$ cat src/rtl/hilo_pkg.sv
`default_nettype none
// ============================================================================
// Module  : hilo_pkg
// Brief   : Shared op codes, FSM state encoding and default width for hilo_ctrl
// Revision: 1.0  initial release
// ============================================================================
package hilo_pkg;

    localparam int WIDTH_DEF = 32;

    localparam logic [2:0] OP_NONE  = 3'd0;
    localparam logic [2:0] OP_MULT  = 3'd1;
    localparam logic [2:0] OP_MULTU = 3'd2;
    localparam logic [2:0] OP_DIV   = 3'd3;
    localparam logic [2:0] OP_DIVU  = 3'd4;
    localparam logic [2:0] OP_MTHI  = 3'd5;
    localparam logic [2:0] OP_MTLO  = 3'd6;

    typedef enum logic [1:0] {
        S_IDLE = 2'd0,
        S_MUL  = 2'd1,
        S_DIV  = 2'd2,
        S_WB   = 2'd3
    } state_t;

endpackage
`default_nettype wire

$ cat src/rtl/hilo_ctrl_div_iter.sv
`default_nettype none
// ============================================================================
// Module  : div_iter
// Brief   : Restoring radix-2 unsigned divider, one quotient bit per cycle
// Revision: 1.0  initial release
// ============================================================================
module div_iter #(
    parameter int WIDTH = 32
) (
    input  logic             clk,
    input  logic             rst,
    input  logic             start,
    input  logic [WIDTH-1:0] dividend,
    input  logic [WIDTH-1:0] divisor,
    output logic             last,
    output logic [WIDTH-1:0] quo_next,
    output logic [WIDTH-1:0] rem_next
);
    localparam int CW = $clog2(WIDTH);
    localparam logic [CW-1:0] LAST_CNT = CW'(WIDTH - 1);

    logic [WIDTH-1:0] rem;
    logic [WIDTH-1:0] quo;
    logic [WIDTH-1:0] dvs;
    logic [CW-1:0]    cnt;
    logic             active;
    logic [WIDTH:0]   shifted;
    logic [WIDTH:0]   diff;
    logic             take;

    // Remainder stays below the divisor, so the shifted trial value fits WIDTH+1 bits.
    assign shifted  = {rem, quo[WIDTH-1]};
    assign diff     = shifted - {1'b0, dvs};
    assign take     = ~diff[WIDTH];
    assign rem_next = take ? diff[WIDTH-1:0] : shifted[WIDTH-1:0];
    assign quo_next = {quo[WIDTH-2:0], take};
    assign last     = active && (cnt == LAST_CNT);

    always_ff @(posedge clk) begin
        if (rst) begin
            rem    <= '0;
            quo    <= '0;
            dvs    <= '0;
            cnt    <= '0;
            active <= 1'b0;
        end else if (start) begin
            rem    <= '0;
            quo    <= dividend;
            dvs    <= divisor;
            cnt    <= '0;
            active <= 1'b1;
        end else if (active) begin
            rem <= rem_next;
            quo <= quo_next;
            cnt <= cnt + 1'b1;
            if (last) begin
                active <= 1'b0;
            end
        end
    end

endmodule
`default_nettype wire

$ cat src/rtl/hilo_ctrl.sv
`default_nettype none
// ============================================================================
// Module  : hilo_ctrl
// Brief   : HI/LO sequencer: multiply, divide, MTHI/MTLO with one-cycle write-back
// Revision: 1.0  initial release
// ============================================================================
module hilo_ctrl
    import hilo_pkg::*;
#(
    parameter int WIDTH   = WIDTH_DEF,
    parameter int MUL_LAT = 2
) (
    input  logic             clk,
    input  logic             rst,
    input  logic             op_valid,
    input  logic [2:0]       op_code,
    input  logic [WIDTH-1:0] rs_data,
    input  logic [WIDTH-1:0] rt_data,
    output logic             busy,
    output logic             hi_wea,
    output logic [WIDTH-1:0] hi_wdata,
    output logic             lo_wea,
    output logic [WIDTH-1:0] lo_wdata,
    output logic             done,
    output logic             div_zero
);
    localparam logic [2:0] MUL_LAST = 3'(MUL_LAT - 1);

    state_t           state, state_nxt;
    logic [2:0]       cnt;
    logic             accept;
    logic             is_div, div_signed, rt_zero;
    logic [WIDTH-1:0] rs_mag, rt_mag;
    logic [WIDTH-1:0] mul_a, mul_b;
    logic             mul_signed, q_neg, r_neg;
    logic [2*WIDTH-1:0] a_ext, b_ext, prod;
    logic             div_last;
    logic [WIDTH-1:0] quo_next, rem_next;
    logic             hi_wea_nxt, lo_wea_nxt, done_nxt, div_zero_nxt;
    logic [WIDTH-1:0] hi_wdata_nxt, lo_wdata_nxt;

    assign busy       = (state != S_IDLE);
    assign accept     = op_valid && (state == S_IDLE) && (op_code != OP_NONE) && (op_code != 3'd7);
    assign is_div     = (op_code == OP_DIV) || (op_code == OP_DIVU);
    assign div_signed = (op_code == OP_DIV);
    assign rt_zero    = (rt_data == '0);
    assign rs_mag     = (div_signed && rs_data[WIDTH-1]) ? (~rs_data + 1'b1) : rs_data;
    assign rt_mag     = (div_signed && rt_data[WIDTH-1]) ? (~rt_data + 1'b1) : rt_data;

    // Sign-extending to the full product width makes one unsigned multiply serve both forms.
    assign a_ext = {{WIDTH{mul_signed & mul_a[WIDTH-1]}}, mul_a};
    assign b_ext = {{WIDTH{mul_signed & mul_b[WIDTH-1]}}, mul_b};
    assign prod  = a_ext * b_ext;

    div_iter #(.WIDTH(WIDTH)) u_div (
        .clk      (clk),
        .rst      (rst),
        .start    (accept && is_div && !rt_zero),
        .dividend (rs_mag),
        .divisor  (rt_mag),
        .last     (div_last),
        .quo_next (quo_next),
        .rem_next (rem_next)
    );

    always_ff @(posedge clk) begin
        if (rst) begin
            mul_a      <= '0;
            mul_b      <= '0;
            mul_signed <= 1'b0;
            q_neg      <= 1'b0;
            r_neg      <= 1'b0;
        end else if (accept) begin
            mul_a      <= rs_data;
            mul_b      <= rt_data;
            mul_signed <= (op_code == OP_MULT);
            q_neg      <= div_signed && (rs_data[WIDTH-1] ^ rt_data[WIDTH-1]);
            r_neg      <= div_signed && rs_data[WIDTH-1];
        end
    end

    always_comb begin
        state_nxt    = state;
        hi_wea_nxt   = 1'b0;
        lo_wea_nxt   = 1'b0;
        hi_wdata_nxt = '0;
        lo_wdata_nxt = '0;
        done_nxt     = 1'b0;
        div_zero_nxt = 1'b0;
        case (state)
            S_IDLE: begin
                if (accept) begin
                    case (op_code)
                        OP_MULT, OP_MULTU: state_nxt = S_MUL;
                        OP_DIV, OP_DIVU: begin
                            if (rt_zero) begin
                                state_nxt    = S_WB;
                                hi_wea_nxt   = 1'b1;
                                lo_wea_nxt   = 1'b1;
                                hi_wdata_nxt = rs_data;
                                lo_wdata_nxt = '1;
                                done_nxt     = 1'b1;
                                div_zero_nxt = 1'b1;
                            end else begin
                                state_nxt = S_DIV;
                            end
                        end
                        OP_MTHI: begin
                            state_nxt    = S_WB;
                            hi_wea_nxt   = 1'b1;
                            hi_wdata_nxt = rs_data;
                            done_nxt     = 1'b1;
                        end
                        OP_MTLO: begin
                            state_nxt    = S_WB;
                            lo_wea_nxt   = 1'b1;
                            lo_wdata_nxt = rs_data;
                            done_nxt     = 1'b1;
                        end
                        default: state_nxt = S_IDLE;
                    endcase
                end
            end
            S_MUL: begin
                if (cnt == MUL_LAST) begin
                    state_nxt    = S_WB;
                    hi_wea_nxt   = 1'b1;
                    lo_wea_nxt   = 1'b1;
                    hi_wdata_nxt = prod[2*WIDTH-1:WIDTH];
                    lo_wdata_nxt = prod[WIDTH-1:0];
                    done_nxt     = 1'b1;
                end
            end
            S_DIV: begin
                if (div_last) begin
                    state_nxt    = S_WB;
                    hi_wea_nxt   = 1'b1;
                    lo_wea_nxt   = 1'b1;
                    hi_wdata_nxt = r_neg ? (~rem_next + 1'b1) : rem_next;
                    lo_wdata_nxt = q_neg ? (~quo_next + 1'b1) : quo_next;
                    done_nxt     = 1'b1;
                end
            end
            default: state_nxt = S_IDLE;
        endcase
    end

    always_ff @(posedge clk) begin
        if (rst) begin
            state    <= S_IDLE;
            cnt      <= '0;
            hi_wea   <= 1'b0;
            lo_wea   <= 1'b0;
            hi_wdata <= '0;
            lo_wdata <= '0;
            done     <= 1'b0;
            div_zero <= 1'b0;
        end else begin
            state    <= state_nxt;
            cnt      <= ((state == S_MUL) && (state_nxt == S_MUL)) ? cnt + 1'b1 : 3'd0;
            hi_wea   <= hi_wea_nxt;
            lo_wea   <= lo_wea_nxt;
            hi_wdata <= hi_wdata_nxt;
            lo_wdata <= lo_wdata_nxt;
            done     <= done_nxt;
            div_zero <= div_zero_nxt;
        end
    end

endmodule
`default_nettype wire
$ cat config.mk
export PLATFORM = sky130hd
export DESIGN_NAME = hilo_ctrl
export DESIGN_NICKNAME = d
export VERILOG_FILES = /design/src/rtl/hilo_pkg.sv /design/src/rtl/hilo_ctrl_div_iter.sv /design/src/rtl/hilo_ctrl.sv
export SDC_FILE = /design/constraint.sdc
export NUM_CORES = 2
export LEC_CHECK = 0
export ABC_CLOCK_PERIOD_IN_PS = 11500
export CORE_ASPECT_RATIO = 1.5
export CORE_MARGIN = 8
export CORE_UTILIZATION = 40
export DETAILED_ROUTE_END_ITERATION = 10
export PLACE_DENSITY_LB_ADDON = 0.05
export SLEW_MARGIN = 15
export SYNTH_ARGS = -nofsm -noshare
export SYNTH_HDL_FRONTEND = slang
export SYNTH_SLANG_ARGS = --single-unit
export TNS_END_PERCENT = 100
$ cat constraint.sdc
create_clock -name clk -period 11.5 [get_ports clk]
set_clock_uncertainty 0.15 [all_clocks]
set_input_delay 1.15 -clock clk [delete_from_list [all_inputs] [get_ports clk]]
set_output_delay 1.15 -clock clk [all_outputs]
set_load 0.05 [all_outputs]
==> impl_metrics.tcl <==
set metrics [dict create \
    placement.io_buffers 138 \
    yosys.area.top_type "sky130_fd_sc_hd__fa_1" \
    timing.critical_path.slowest_stage_cell "sky130_fd_sc_hd__fa_1" \
    achievable-frequency_mhz 101 \
    yosys_warnings 0 \
    yosys_register_bits 242 \
    setup_total_negative_slack_ns 0 \
    worst_case_clock_buffer_depth 3 \
    post_route_minimum_period_ns 9.86 \
    p_clk_share_pct 23.1 \
    detail_route.vias_per_cell 5.28 \
    critical_path.most_common_cell "sky130_fd_sc_hd__fa_1" \
    end_point_of_the_most_critical_hold_path "mul_b[25]" \
    power_frac_seq_pct 23.2 \
    dieArea_um2 143000 \
    post_synth.cell_area_avg_um2 8.66 \
    place.gp.congestion 0.911 \
    global_route.usage.total_pct 25.1 \
    layoutNonFillerInstCount 7721 \
    grt_pass1_wl_mm 278 \
    worst-path-max-fanout 13 \
    ys_seq_area_share_pct 9.23 \
    cts_tree "yes" \
    detailroute.via_count 40800 \
    result_of_the_run "finished clean" \
    asyncSetResetFlopFracSynth_pct 0 \
    worst_hold_path.num_cells 2 \
    floorplan.core_area_um2 131000 \
    ioPinCount 139 \
    rows 163 \
    final_layout_size_suffix_gt1_share_pct 3.91 \
    cts.htree.levels 1 \
    holdCritStartpoint "mul_b[25]" \
    synth_flop_cell "sky130_fd_sc_hd__dfxtp_1" \
    die_width_um 312 \
    max-cap-violations 0 \
    hold_path.class "reg -> reg" \
    static-leakage-power_nw 26.2 \
    grt_start_max_net_pins 66 \
    drt_first_iter_violations 2364 \
    reg2reg_to "hi_wdata[30]" \
    clk_pin_slew_ns 0.07 \
    postCtsResizedCells 0 \
    count_of_flip_flops_with_a_built_in_enable_after_synthesis 0 \
    timing.setup.critical_path_class "reg -> reg" \
    synth_top_cells_by_area "sky130_fd_sc_hd__fa_1 43%, sky130_fd_sc_hd__dfxtp_1 9.2%, sky130_fd_sc_hd__inv_1 8.5%" \
    numPlacedInstances 7666 \
    min_period_over_period_pct 85.7 \
    drt-pass1-iter-count 8 \
    drv_slew 0 \
    layout-area-overhead-vs-synth_pct 7.64 \
    power.ir.vdd_worst_uv 118 \
    timing_hold_violations_final 0 \
    postRouteWirelength_mm 179 \
    count_of_cell_types_in_the_netlist 85 \
    postCtsSetupRepairBufs 0 \
    share_comb_of_total_power_pct 53.7 \
    ff2ff_setup_slack_ns 1.64 \
    endpoint_kind "flop" \
    num-nets-final 7412 \
    cp_data_arrival_time_ns 10.17 \
    ff2ff_path_depth 29 \
    synth_nets 7505 \
    postRouteAntennaNets 0 \
    clk-insertion-delay-late_ns 0.64 \
    setup_viol_count_final 0 \
    timing.rr.start "mul_a[31]" \
    clock_sink_count 242 \
    fp.dieH_um 460 \
    wl_per_cell_um 23.1 \
    power_switching_w 0.00205 \
    antenna_found_initial 3 \
    synth.cell_area_um2 52500 \
    timing.critical_path.slowest_cell_delay_ns 0.91 \
    worstMarginPinSlew_ns 1.18 \
    timing.critical_path.from_type "flop" \
    grt-ovfl-total 0 \
    synth_top_cell_area_share_pct 43.0 \
    netSwitchingFraction_pct 48.6 \
    initial_utilization_pct 40.1 \
    postLayoutSetupSlackWorst_ns 1.64 \
    synthesis.instances 6057 \
    power-per-cell-area_nw_per_um2 74.6 \
    remaining_drc_errors 0 \
    relative_slew_slack_pct 20.6 \
    cts_root_buf "sky130_fd_sc_hd__clkbuf_16" \
    num_cts_buffers 28 \
    detailedPlacementHpwl_mm 148 \
    rsz_0062_raised_after_global_routing "false" \
    dp_worst_setup_slack_ns 1.71 \
    number_of_global_route_vias_before_repair 44900 \
    power.internal_w 0.00216 \
    cp_data_required_time_ns 11.81 \
    post_cts_hold_buffer_count 0 \
]
==> logic make-up (layout without fill, tap and decap cells) <==
kind of cell | count (synthesis) | in the layout | synth area share (%)
fa+ha+maj | 1378 | 1378 | 49.0
mux | 62 | 62 | 1.19
simple gates | 1855 | 1855 | 16.3
flops | 242 | 242 | 9.23
xor+xnor | 211 | 211 | 3.52
compound gates | 731 | 731 | 9.47
other cells | 0 | 3 | 0
buf+inv | 1578 | 1507 | 11.4
==> how the worst max path moves through the flow <==
stage | startpoint | slack [ns] | end | depth (start not counted)
global placement | mul_a[31] | 1.80 | hi_wdata[30] | 29
floorplan | mul_a[31] | 2.93 | hi_wdata[30] | 30
global route | mul_a[31] | 1.20 | hi_wdata[30] | 29
finish | mul_a[31] | 1.64 | hi_wdata[30] | 29
detailed placement | mul_a[31] | 1.71 | hi_wdata[30] | 29
CTS | mul_a[31] | 1.60 | hi_wdata[30] | 29
==> registers in the layout, indices dropped and copies added, names as in the netlist, 2 cells and up <==
name	flops
u_div.quo	32
u_div.rem	32
cnt	3
u_div.cnt	5
mul_a	32
mul_b	32
hi_wdata	32
u_div.dvs	32
state	2
lo_wdata	32
==> power by group through the flow <==
stage | registers, W | clock network (W) | logic (W)
2_1_floorplan | 0.000940 | 0 | 0.00147
3_3_place_gp | 0.000996 | 0 | 0.00226
3_5_place_dp | 0.000997 | 0 | 0.00224
4_1_cts | 0.000978 | 0.00100 | 0.00227
5_1_grt | 0.000986 | 0.00103 | 0.00246
6_report | 0.000978 | 0.000974 | 0.00226
==> layout by cell type, fill, tap and decap left out, types with 17 or more instances in the layout <==
master and instances:
sky130_fd_sc_hd__nand2b_1 18, sky130_fd_sc_hd__xnor2_1 127, sky130_fd_sc_hd__and2_1 359, sky130_fd_sc_hd__ha_1 252
sky130_fd_sc_hd__clkdlybuf4s50_1 137, sky130_fd_sc_hd__mux2i_1 61, sky130_fd_sc_hd__nand2_1 971, sky130_fd_sc_hd__or3_1 21
sky130_fd_sc_hd__nor2_1 252, sky130_fd_sc_hd__a21oi_1 233, sky130_fd_sc_hd__nand3_1 35, sky130_fd_sc_hd__o21a_1 23
sky130_fd_sc_hd__a222oi_1 20, sky130_fd_sc_hd__clkbuf_16 28, sky130_fd_sc_hd__or2_2 19, sky130_fd_sc_hd__a21o_1 58
sky130_fd_sc_hd__and3_1 32, sky130_fd_sc_hd__fa_1 1126, sky130_fd_sc_hd__o31ai_1 29, sky130_fd_sc_hd__xor2_1 84
sky130_fd_sc_hd__a221oi_1 25, sky130_fd_sc_hd__o21ai_0 80, sky130_fd_sc_hd__inv_1 1191, sky130_fd_sc_hd__nand4_1 26
sky130_fd_sc_hd__a211oi_1 98, sky130_fd_sc_hd__o41ai_1 17, sky130_fd_sc_hd__dfxtp_1 235, sky130_fd_sc_hd__nor3_1 38
sky130_fd_sc_hd__buf_4 125
==> cell usage after synthesis (5+ instances only) <==
| master | number |
|---|---|
| sky130_fd_sc_hd__a2111o_1 | 5 |
| sky130_fd_sc_hd__a211o_1 | 7 |
| sky130_fd_sc_hd__a211oi_1 | 98 |
| sky130_fd_sc_hd__a21o_1 | 59 |
| sky130_fd_sc_hd__a21oi_1 | 233 |
| sky130_fd_sc_hd__a221o_1 | 5 |
| sky130_fd_sc_hd__a221oi_1 | 25 |
| sky130_fd_sc_hd__a222oi_1 | 20 |
| sky130_fd_sc_hd__a22oi_1 | 14 |
| sky130_fd_sc_hd__a311oi_1 | 6 |
| sky130_fd_sc_hd__a31oi_1 | 15 |
| sky130_fd_sc_hd__and2_1 | 360 |
| sky130_fd_sc_hd__and3_1 | 32 |
| sky130_fd_sc_hd__and4_1 | 6 |
| sky130_fd_sc_hd__buf_1 | 9 |
| sky130_fd_sc_hd__buf_2 | 16 |
| sky130_fd_sc_hd__clkbuf_1 | 356 |
| sky130_fd_sc_hd__dfxtp_1 | 242 |
| sky130_fd_sc_hd__fa_1 | 1126 |
| sky130_fd_sc_hd__ha_1 | 252 |
| sky130_fd_sc_hd__inv_1 | 1191 |
| sky130_fd_sc_hd__mux2i_1 | 61 |
| sky130_fd_sc_hd__nand2_1 | 972 |
| sky130_fd_sc_hd__nand2b_1 | 19 |
| sky130_fd_sc_hd__nand3_1 | 35 |
| sky130_fd_sc_hd__nand3b_1 | 8 |
| sky130_fd_sc_hd__nand4_1 | 26 |
| sky130_fd_sc_hd__nor2_1 | 255 |
| sky130_fd_sc_hd__nor2b_1 | 15 |
| sky130_fd_sc_hd__nor3_1 | 39 |
| sky130_fd_sc_hd__nor4_1 | 15 |
| sky130_fd_sc_hd__o211ai_1 | 6 |
| sky130_fd_sc_hd__o21a_1 | 23 |
| sky130_fd_sc_hd__o21ai_0 | 80 |
| sky130_fd_sc_hd__o21bai_1 | 14 |
| sky130_fd_sc_hd__o22ai_1 | 14 |
| sky130_fd_sc_hd__o31a_1 | 6 |
| sky130_fd_sc_hd__o31ai_1 | 29 |
| sky130_fd_sc_hd__o41ai_1 | 17 |
| sky130_fd_sc_hd__or2_2 | 19 |
| sky130_fd_sc_hd__or3_1 | 21 |
| sky130_fd_sc_hd__or4_1 | 16 |
| sky130_fd_sc_hd__xnor2_1 | 127 |
| sky130_fd_sc_hd__xor2_1 | 84 |
==> worst max-delay path, delay by kind of cell (launching register included) <==
family                     cells  cell delay (ns)
buffers and inverters          7             1.10
and+or+nand+nor                6             1.86
AOI/OAI and AO/OA              7             1.48
adders and majority gates      9             4.72
DFF                            1             0.33
==> metal layers <==
metal  GRT usage (%)  wire length, um  vias to the layer above
li1                -                -                    18300
met1            31.6            73100                    21200
met2            45.2            91800                      995
met3            2.45             7470                      243
met4            7.97             6340                        2
met5               0               13                        -
==> layout make-up <==
class / count / area, um^2
Fill cell: 13300 / 74500
Clock inverter: 17 / 184
Tap cell: 1732 / 2170
Multi-Input combinational cell: 4237 / 41700
Clock buffer: 35 / 767
Sequential cell: 242 / 4860
Timing Repair Buffer: 262 / 2310
Antenna cell: 3 / 7.51
Inverter: 1193 / 4480
==> metrics by stage <==
stage                     utilization (%)  hold slack, ns  cell area [um^2]  total power (W)
after floorplan                         -           0.271             52500          0.00241
after global placement               42.4           0.285             55500          0.00325
after detailed placement             42.4           0.298             55500          0.00323
after CTS                            43.1           0.308             56500          0.00425
after global routing                 43.1           0.326             56500          0.00447
final                                43.1           0.306             56500          0.00421
Power figures use the tool's default switching activity.
